### src/rtl/cam_capture.sv
// -----------------------------------------------------------------------------
// cam_capture
//   Captures pixels from an 8-bit parallel camera bus (RGB565 byte pairs),
//   decodes each pair to either RGB444 (DATA_WIDTH=12) or 4-bit luma
//   (DATA_WIDTH=4), and writes them into a FIFO that runs on the camera clock.
//   After capture is enabled, SKIP_FRAMES whole frames are discarded so the
//   sensor can settle.
//
//   Optional feature: define CAM_CAPTURE_STATS_EN to build the saturating
//   dropped-pixel counter. Without it drop_cnt is tied to zero.
//
// Ports
//   wclk        camera PCLK, sole clock and FIFO write clock
//   wrst_n      asynchronous active-low reset
//   cap_en      capture enable (wclk domain)
//   vsync       camera VSYNC, high during vertical blanking
//   href        camera HREF, high while line bytes are valid
//   cam_data    camera data byte
//   full        FIFO full flag (wclk domain)
//   w_en        registered FIFO write strobe, one cycle per pixel
//   data_out    registered pixel, valid while w_en=1
//   frame_done  one-cycle pulse at the end of each captured frame
//   overflow    sticky: a pixel was dropped in the current frame
//   drop_cnt    total dropped pixels (zero when the stats build is off)
//   dbg_state   current FSM state (0 IDLE, 1 WAIT_VS, 2 CAPTURE)
//
// Handshake: the FIFO accepts data_out in every cycle where w_en=1. There is
//   no back-pressure on the camera side; a pixel that completes while full=1
//   is dropped, never delayed.
// -----------------------------------------------------------------------------
module cam_capture #(
  parameter int DATA_WIDTH  = 4,
  parameter int SKIP_FRAMES = 2
) (
  input  logic                  wclk,
  input  logic                  wrst_n,
  input  logic                  cap_en,
  input  logic                  vsync,
  input  logic                  href,
  input  logic [7:0]            cam_data,
  input  logic                  full,
  output logic                  w_en,
  output logic [DATA_WIDTH-1:0] data_out,
  output logic                  frame_done,
  output logic                  overflow,
  output logic [15:0]           drop_cnt,
  output logic [1:0]            dbg_state
);

  generate
    if (!(DATA_WIDTH == 4 || DATA_WIDTH == 12)) begin : g_bad_width
      $error("cam_capture: DATA_WIDTH must be 4 or 12");
    end
    if (SKIP_FRAMES < 0 || SKIP_FRAMES > 15) begin : g_bad_skip
      $error("cam_capture: SKIP_FRAMES must be in 0..15");
    end
  endgenerate

  localparam logic [3:0] SKIP_LAST = SKIP_FRAMES[3:0];

  typedef enum logic [1:0] {
    IDLE    = 2'd0,
    WAIT_VS = 2'd1,
    CAPTURE = 2'd2
  } state_e;

  state_e                  state_q, state_d;
  logic [3:0]              skip_cnt_q, skip_cnt_d;
  logic                    phase_q, phase_d;
  logic                    vsync_q;
  logic [7:0]              byte0_q, byte0_d;
  logic                    w_en_q, w_en_d;
  logic [DATA_WIDTH-1:0]   data_q, data_d;
  logic                    frame_done_q, frame_done_d;
  logic                    overflow_q, overflow_d;

  logic vs_fall, vs_rise;
  assign vs_fall = vsync_q & ~vsync;
  assign vs_rise = ~vsync_q & vsync;

  // RGB565 -> 4/4/4 components; byte0 is the stored first byte, byte1 is the
  // byte on the bus in the cycle that completes the pixel.
  logic [3:0] r4, g4, b4;
  assign r4 = byte0_q[7:4];
  assign g4 = {byte0_q[2:0], cam_data[7]};
  assign b4 = cam_data[4:1];

  logic [DATA_WIDTH-1:0] pixel;
  generate
    if (DATA_WIDTH == 12) begin : g_rgb444
      assign pixel = {r4, g4, b4};
    end else begin : g_mono
      // Luma approximation R + 2G + B (max 60, fits 6 bits), keep top 4 bits.
      assign pixel = 4'(({2'b00, r4} + {1'b0, g4, 1'b0} + {2'b00, b4}) >> 2);
    end
  endgenerate

  // Bits of the RGB565 pair that the 4/4/4 decode does not use.
  logic unused_bits;
  assign unused_bits = ^{cam_data[6:5], cam_data[0], byte0_q[3]};

  // A pixel completes when the second byte of a pair is sampled in CAPTURE
  // and the frame is not ending on this same edge.
  logic pix_done;
  assign pix_done = (state_q == CAPTURE) && !vs_rise && href && phase_q;

  always_comb begin
    state_d      = state_q;
    skip_cnt_d   = skip_cnt_q;
    phase_d      = phase_q;
    byte0_d      = byte0_q;
    w_en_d       = 1'b0;
    data_d       = data_q;
    frame_done_d = 1'b0;
    overflow_d   = overflow_q;

    case (state_q)
      IDLE: begin
        if (cap_en) begin
          state_d    = WAIT_VS;
          skip_cnt_d = 4'd0;
        end
      end

      WAIT_VS: begin
        if (!cap_en) begin
          state_d = IDLE;
        end else if (vs_fall) begin
          if (skip_cnt_q == SKIP_LAST) begin
            state_d    = CAPTURE;
            overflow_d = 1'b0;
            phase_d    = 1'b0;
          end else begin
            skip_cnt_d = skip_cnt_q + 4'd1;
          end
        end
      end

      CAPTURE: begin
        if (vs_rise) begin
          // Frame end wins over any half-formed pixel, which is discarded.
          frame_done_d = 1'b1;
          phase_d      = 1'b0;
          state_d      = cap_en ? WAIT_VS : IDLE;
        end else if (href) begin
          if (!phase_q) begin
            byte0_d = cam_data;
            phase_d = 1'b1;
          end else begin
            phase_d = 1'b0;
            if (full) begin
              overflow_d = 1'b1;
            end else begin
              w_en_d = 1'b1;
              data_d = pixel;
            end
          end
        end else begin
          // Line gap: an odd trailing byte is dropped here.
          phase_d = 1'b0;
        end
      end

      default: state_d = IDLE;
    endcase
  end

  always_ff @(posedge wclk or negedge wrst_n) begin
    if (!wrst_n) begin
      state_q      <= IDLE;
      skip_cnt_q   <= 4'd0;
      phase_q      <= 1'b0;
      vsync_q      <= 1'b0;
      byte0_q      <= 8'd0;
      w_en_q       <= 1'b0;
      data_q       <= '0;
      frame_done_q <= 1'b0;
      overflow_q   <= 1'b0;
    end else begin
      state_q      <= state_d;
      skip_cnt_q   <= skip_cnt_d;
      phase_q      <= phase_d;
      vsync_q      <= vsync;
      byte0_q      <= byte0_d;
      w_en_q       <= w_en_d;
      data_q       <= data_d;
      frame_done_q <= frame_done_d;
      overflow_q   <= overflow_d;
    end
  end

`ifdef CAM_CAPTURE_STATS_EN
  logic [15:0] drop_cnt_q;
  logic        drop_pix;
  assign drop_pix = pix_done & full;

  always_ff @(posedge wclk or negedge wrst_n) begin
    if (!wrst_n) begin
      drop_cnt_q <= 16'h0000;
    end else if (drop_pix && (drop_cnt_q != 16'hFFFF)) begin
      drop_cnt_q <= drop_cnt_q + 16'd1;
    end
  end

  assign drop_cnt = drop_cnt_q;
`else
  logic unused_pix_done;
  assign unused_pix_done = pix_done;
  assign drop_cnt        = 16'h0000;
`endif

  assign w_en       = w_en_q;
  assign data_out   = data_q;
  assign frame_done = frame_done_q;
  assign overflow   = overflow_q;
  assign dbg_state  = state_q;

endmodule

### config.mk
export PLATFORM = sky130hd
export DESIGN_NAME = cam_capture
export DESIGN_NICKNAME = d
export VERILOG_FILES = /design/src/rtl/cam_capture.sv
export SDC_FILE = /design/constraint.sdc
export NUM_CORES = 1
export LEC_CHECK = 0
export CELL_PAD_IN_SITES_DETAIL_PLACEMENT = 0
export CELL_PAD_IN_SITES_GLOBAL_PLACEMENT = 2
export CORE_MARGIN = 2
export CORE_UTILIZATION = 29
export DETAILED_ROUTE_END_ITERATION = 12
export HOLD_SLACK_MARGIN = 0.03
export PLACE_DENSITY_LB_ADDON = 0.1
export SYNTH_ARGS = -nofsm -noshare
export SYNTH_HDL_FRONTEND = slang
export SYNTH_SLANG_ARGS = --single-unit
### constraint.sdc
create_clock -name wclk -period 2.55 [get_ports wclk]
set_clock_uncertainty 0.15 [all_clocks]
set_input_delay 0.765 -clock wclk [delete_from_list [all_inputs] [get_ports wclk]]
set_output_delay 0.765 -clock wclk [all_outputs]
set_load 0.005 [all_outputs]
==> results by group, run 1 <==
Clock network
  – Postcts setup bufs: 0
  – CTS tree: yes
  – CTS buffer count: 3
  – Clock latency on the worst-skew pair: between 0.2 and 0.3 ns
  – # H-tree levels: 1
  – Clock sink count: 22
  – Clock buffer depth: 2
  – Clk slew on worst S/H paths: 0.08 ns
  – Root buffer selected by CTS: clkbuf_8

Route
  – DRT iter0 DRCs: 20
  – Routed len/inst: roughly 12 um
  – DRC viols: 0
  – DRT Pass-1 Iters: 4
  – Via density: about 4.3
  – DR vias: 840
  – Final ANT Viol Nets: 0
  – Final WL: 2386 um

Run status
  – Outcome: completed

GRT
  – Global-route wire length before repair: between 4000 and 5000 um
  – Vias in the first global route: around 890
  – Largest net degree at the start of global routing: 23
  – GRT Util Overall: a little over a tenth
  – Overflow after GRT: 0
  – Initial antenna violation count: 0

Floorplan
  – IO Pins: 39
  – Total die area: approximately 0.005 mm2
  – Initial core utilization: ~30%
  – Width of the die: 70.83 um
  – Site Rows: 24
  – Die H: approximately 71 um
  – Core area: around 0.0043 mm2

STA
  – FMAX: ~400 MHz
  – Post-route minimum period: 2.440 ns
  – Max-slew violations: 0
  – Final Hold Fails: 0
  – Fin crit share: a little over nine tenths
  – Final Setup Violations: 0
  – RSZ-0062 raised after global routing: false
  – Final Worst Setup Slack: between 0.1 and 0.15 ns
  – Setup TNS: 0 ns
  – Hold slack: 0.3582 ns

Logic synthesis
  – Synth unique cells: 33
  – Cell count after synthesis: 114
  – Cell with the most instances after synthesis: dfrtp_1
  – Register area share after synthesis: between 40% and 50%
  – Synth Area per Inst: 11.36 um2
  – Post-synth EDFFs: 0
  – Commonest cells post-synth: dfrtp_1, buf_4, inv_1
  – Synth area leader: dfrtp_1
  – Synthesized area: ~0.0013 mm2
  – Ys Warns: 0
  – Area contributors post-synth: dfrtp_1, buf_4, fa_1
  – Top FF cell, synth: dfrtp_1
  – Yosys reg bits: 22
  – Top-area cell type share of the netlist area: 42.51%
  – Share of synthesized registers carrying an async set or reset: between 90% and 100%

Placed design
  – Setup WS pre-CTS: -0.4918 ns
  – GP Congestion: about 0.76
  – IO buf count: 22
  – Placed Cells: 190
  – Post-DP HPWL: between 1500 and 2000 um

Worst hold path
  – Worst min-delay path category: reg -> reg

Layout
  – Util after Layout: between 30 and 40%
  – Reg area: 550.5 um2
  – Synthesis-to-finish area growth: 24.54%
  – # fillers: 442
  – NumNets Final: 166
  – Multi-input logic area: approximately 660 um2
  – Non-filler instance count after layout: 194
  – Share of cells above drive strength 1: 22.54%
  – Antenna diodes: 0

Setup path
  – WP data required: roughly 2.6 ns
  – Crit end category: flop
  – Worst Setup Path Type: in -> reg
  – Startpoint types: primary input
  – CP arrival: between 2 and 2.5 ns
  – Crit Path Max Fanout: 2

Run
  – Max-cap violations: 0

Power
  – Power Dens Cells: roughly 450 mW/mm2
  – P_leak: roughly 0.76 nW
  – IR drop worst, VDD: around 0.18 mV
-- sequential cells by signal (all words and copies together) (netlist names) --
signal and count:
byte0_q 7, data_out 4, skip_cnt_q 4, dbg_state 2, frame_done 1, overflow 1, phase_q 1, vsync_q 1
w_en 1
-- cell type report --
cell class	instances	area share (%)
repair buffers	26	15.44
inverters	8	1.862
clock buffers	4	3.413
flip-flops and latches	22	34.13
well taps	52	4.034
multi-input cells	82	41.12
-- cells by family (layout without fill, tap and decap cells) --
kind of cell               count (synthesis)  in the layout  share of synthesized area, %
other                                      1             16                        0.2896
DFF                                       22             22                         42.51
buffers and inverters                     25             38                         11.98
muxes                                     11             11                         10.34
adders and majority gates                  9              9                         11.01
xor gates and xnor gates                   4              4                         2.706
and+or+nand+nor                           32             32                         16.91
AOI/OAI and AO/OA                         10             10                         4.251
-- layout by cell type, fill, tap and decap left out, drive strengths merged --
cell type | netlist | routed
a21oi | 2 | 2
fa | 4 | 4
xor2 | 3 | 3
and3 | 1 | 1
nand2 | 6 | 6
nand4 | 3 | 3
mux2 | 10 | 10
ha | 5 | 5
mux2i | 1 | 1
dlymetal6s2s | 0 | 1
dfrtp | 22 | 22
inv | 8 | 8
xnor2 | 1 | 1
nor2 | 8 | 8
nand3 | 2 | 2
o21ai | 6 | 6
o22ai | 1 | 1
or2b | 1 | 1
conb | 1 | 16
nor2b | 2 | 2
or3b | 1 | 1
dlygate4sd2 | 0 | 3
nand3b | 3 | 3
buf | 17 | 4
and4bb | 1 | 1
clkbuf | 0 | 4
nand2b | 3 | 3
clkdlybuf4s50 | 0 | 18
a31o | 1 | 1
nor3b | 1 | 1
-- power breakdown --
| part | leakage [nW] | total (mW) | switching [mW] | internal [mW] |
|---|---|---|---|---|
| Combinational | 0.437 | 0.101 | 0.0502 | 0.0510 |
| Sequential | 0.296 | 0.364 | 0.00717 | 0.357 |
| Clock | 0.0288 | 0.255 | 0.117 | 0.138 |
| Total | 0.763 | 0.720 | 0.174 | 0.546 |
-- final timing paths --
check,start,endpoint,slack [ns],cells past startpoint
min in group asynchronous,wrst_n,dbg_state[0],0.70,2
max in group asynchronous,wrst_n,byte0_q[2],1.32,2
max reg2reg,byte0_q[7],data_out[2],0.44,6
min,overflow,overflow,0.36,2
max,cam_data[2],data_out[1],0.11,7
min reg2reg,overflow,overflow,0.36,2
-- routing by layer --
| metal | track usage, % | wire, um | vias up |
|---|---|---|---|
| met5 | 0 | 0 | - |
| met1 | 13.55 | 1117 | 405 |
| met3 | 3.134 | 143 | 4 |
| met2 | 16.41 | 1094 | 30 |
| met4 | 4.403 | 31 | 0 |
| li1 | - | - | 401 |
-- critical path: stages --
cell	delay [ns]
dlygate4sd2_1	0.21
inv_1	0.06
fa_1	0.45
nand3b_1	0.21
fa_2	0.38
xnor2_1	0.13
mux2_4	0.25
-- through the flow --
| step | area [um2] | power (mW) |
|---|---|---|
| finish | 1613 | 0.7200 |
| global route | 1613 | 0.7644 |
| CTS | 1610 | 0.7312 |
| detailed placement | 1541 | 0.4703 |
| global placement | 1541 | 0.4682 |
| floorplan | 1351 | 0.4377 |
-- what timing repair did --
| item | in CTS | in global routing |
|---|---|---|
| endpoints found under the hold margin | 0 | 0 |
| hold buffers | 0 | 0 |
| setup endpoints to repair | 3 | 3 |
| pin swaps | 5 | 3 |
| resized for setup | 7 | 3 |
Note: power is estimated with default switching activity, not from simulation.
==> run 2, diff against run 1 <==
--- a/config.mk
+++ b/config.mk
@@ -7,6 +7,7 @@
 export LEC_CHECK = 0
 export CELL_PAD_IN_SITES_DETAIL_PLACEMENT = 0
 export CELL_PAD_IN_SITES_GLOBAL_PLACEMENT = 2
+export CORE_ASPECT_RATIO = 0.9
 export CORE_MARGIN = 2
 export CORE_UTILIZATION = 29
 export DETAILED_ROUTE_END_ITERATION = 12
==> constraint.sdc (replaced) <==
create_clock -name wclk -period 2.8 [get_ports wclk]
set_clock_uncertainty 0.15 [all_clocks]
set_input_delay 0.84 -clock wclk [delete_from_list [all_inputs] [get_ports wclk]]
set_output_delay 0.84 -clock wclk [all_outputs]
set_load 0.005 [all_outputs]
==> run 2 against run 1 <==
  * Wire length decreased by 8.0%
  * Critical endpoint is now data_out[2]
  * Clock-buffer cell count did not move
  * Critical path depth unchanged
  * Sequential share of layout area shrank 0.18 points
  * Final cell count grew 4.1%
  * Clock power fell by 11%
  * Sequential cell count is the same
  * Core utilization down 0.23 points
  * Register-to-register slack improved by 0.21 ns
  * Sequential power decreased by 8.2%
==> results by group, run 2 (synthesis gave the netlist of run 1 again) <==
Run status
  – Outcome: completed

Clock network
  – Postcts setup bufs: 0
  – Root buffer selected by CTS: clkbuf_8
  – # hold bufs at CTS: 0
  – CTS tree: yes
  – # H-tree levels: 1
  – Clock sink count: 22
  – CTS buffer count: 3
  – Clk slew on worst S/H paths: approximately 0.080 ns
  – Clock latency on the worst-skew pair: between 0.2 and 0.3 ns
  – Clock buffer depth: 2

STA
  – FMAX: ~360 MHz
  – Hold slack: 0.3289 ns
  – Post-route minimum period: around 2.8 ns
  – Max-slew violations: 0
  – Final Setup Violations: 0
  – Final Hold Fails: 0
  – Fin crit share: slightly below 100%

GRT
  – Overflow after GRT: 0
  – Vias in the first global route: roughly 800
  – Met1 global-route usage: 12.66%
  – Met3 usage: 3.134%
  – Met2 Usage GRT: between 15 and 20%
  – Largest net degree at the start of global routing: 23
  – Initial antenna violation count: 0
  – Global-route wire length before repair: ~3700 um
  – GRT Util Overall: between 10% and 20%
  – Grt peak-use layer: met2

Route
  – DRT Pass-1 Iters: 2
  – DRC viols: 0
  – Via density: 3.960
  – Final ANT Viol Nets: 0
  – Routed len/inst: between 10 and 15 um
  – Final WL: roughly 2200 um
  – DR vias: 800
  – DRT iter0 DRCs: 36

Setup path
  – Crit Path Max Fanout: 4
  – Max incr delay on CP: roughly 0.62 ns
  – Family with the most delay on the worst path: adder cells
  – Critical-path cell with the highest stage delay: fa_1
  – Crit end category: flop
  – CP arrival: 2.78 ns
  – Crit path cell chain: clkdlybuf4s50_1 > fa_1 > ha_4 > a21oi_1 > o21ai_0 > xor2_1 > mux2_4
  – WP data required: 2.80 ns
  – Startpoint types: primary input
  – Beginning of the critical path: cam_data[4]
  – Worst Setup Path Type: in -> reg
  – Worst reg2reg path startpoint: byte0_q[5]
  – Buf+Inv Stages, Crit Path: 1

Layout
  – Share of cells above drive strength 1: 20.71%
  – Commonest non-fill, non-tap cell in the layout: dfrtp_1
  – Max reg flops: 7
  – Synthesis-to-finish area growth: 25.22%
  – Util after Layout: 37.07%
  – Most frequent cells in the layout: dfrtp_1, clkdlybuf4s50_1, conb_1, inv_1, mux2_2
  – Most flop-heavy register: byte0_q
  – Antenna diodes: 0
  – # fillers: about 460
  – NumNets Final: 164
  – Non-filler instance count after layout: 202

Floorplan
  – Site Rows: 23
  – Total die area: 0.005017 mm2
  – IO Pins: 39
  – Die H: ~67 um
  – Width of the die: approximately 74 um
  – Initial core utilization: around 30%
  – Core area: approximately 0.0044 mm2

Placed design
  – IO buf count: 22
  – Placed Cells: about 200
  – GP Congestion: 0.8042
  – Post-DP HPWL: 1726 um

Power
  – Pwr Total: roughly 0.65 mW
  – P_leak: ~0.77 nW
  – Power Dens Cells: between 400 and 500 mW/mm2
  – IR drop worst, VDD: approximately 0.26 mV

Run
  – Max-cap violations: 0

Worst hold path
  – Worst min-delay path category: reg -> reg
  – Min-delay src: overflow
run 2: cell count changes in the layout (fill, tap and decap cells not counted), sizes merged:
cell,before,now
dlymetal6s2s,1,2
buf,4,2
clkdlybuf4s50,18,20
dlygate4sd2,3,0
run 2: repair_timing:
item,4_1_cts,5_1_grt
gates cloned,0,0
endpoints found under the hold margin,0,0
pin swaps,0,2
setup endpoints to repair,2,3
resized for setup,1,5
run 2: worst paths after layout:
path / slack, ns / cells after the start / to
setup / recovery: 0.03 / 7 / data_out[2]
hold / removal: 0.33 / 2 / overflow
setup reg to reg: 0.65 / 6 / data_out[1]
hold reg to reg: 0.33 / 2 / overflow
max in group asynchronous: 1.49 / 2 / skip_cnt_q[2]
min in group asynchronous: 0.78 / 2 / byte0_q[0]
run 2: metrics by stage:
step	worst slack (ns)	setup TNS [ns]	area, um2
6_report	0.02574	0	1622
5_1_grt	-0.004890	-0.004890	1622
4_1_cts	0.002210	0	1597
3_5_place_dp	-0.3557	-1.049	1539
3_3_place_gp	-0.2936	-0.9066	1539
2_1_floorplan	0.2468	0	1351
run 2: routing by layer:
layer	routed length, um	part of all wire, %
met5	0	0
met4	23	1.0
met3	103	4.7
met2	1050	48
met1	1016	46
run 2: area by class of cell:
class                      count  area, um2  area share [%]
multi-input combinational     82      668.1           41.20
sequential                    22      550.5           33.95
tap                           62      77.57           4.784
clock buffer                   4      55.05           3.395
timing repair buffer          24      240.2           14.81
inverter                       8      30.03           1.852
run 2: tightest hold or removal path, delay by kind of cell, from the launching register on:
family | cells | cell delay, ns
AND/OR/NAND/NOR | 1 | 0.04
AO/OA/AOI/OAI | 1 | 0.06
flip-flops | 1 | 0.35
run 2: where the power goes:
part,leakage [nW],internal [mW],switching [mW]
sequential,0.296,0.325,0.00865
combinational,0.443,0.0477,0.0420
clock,0.0288,0.125,0.101
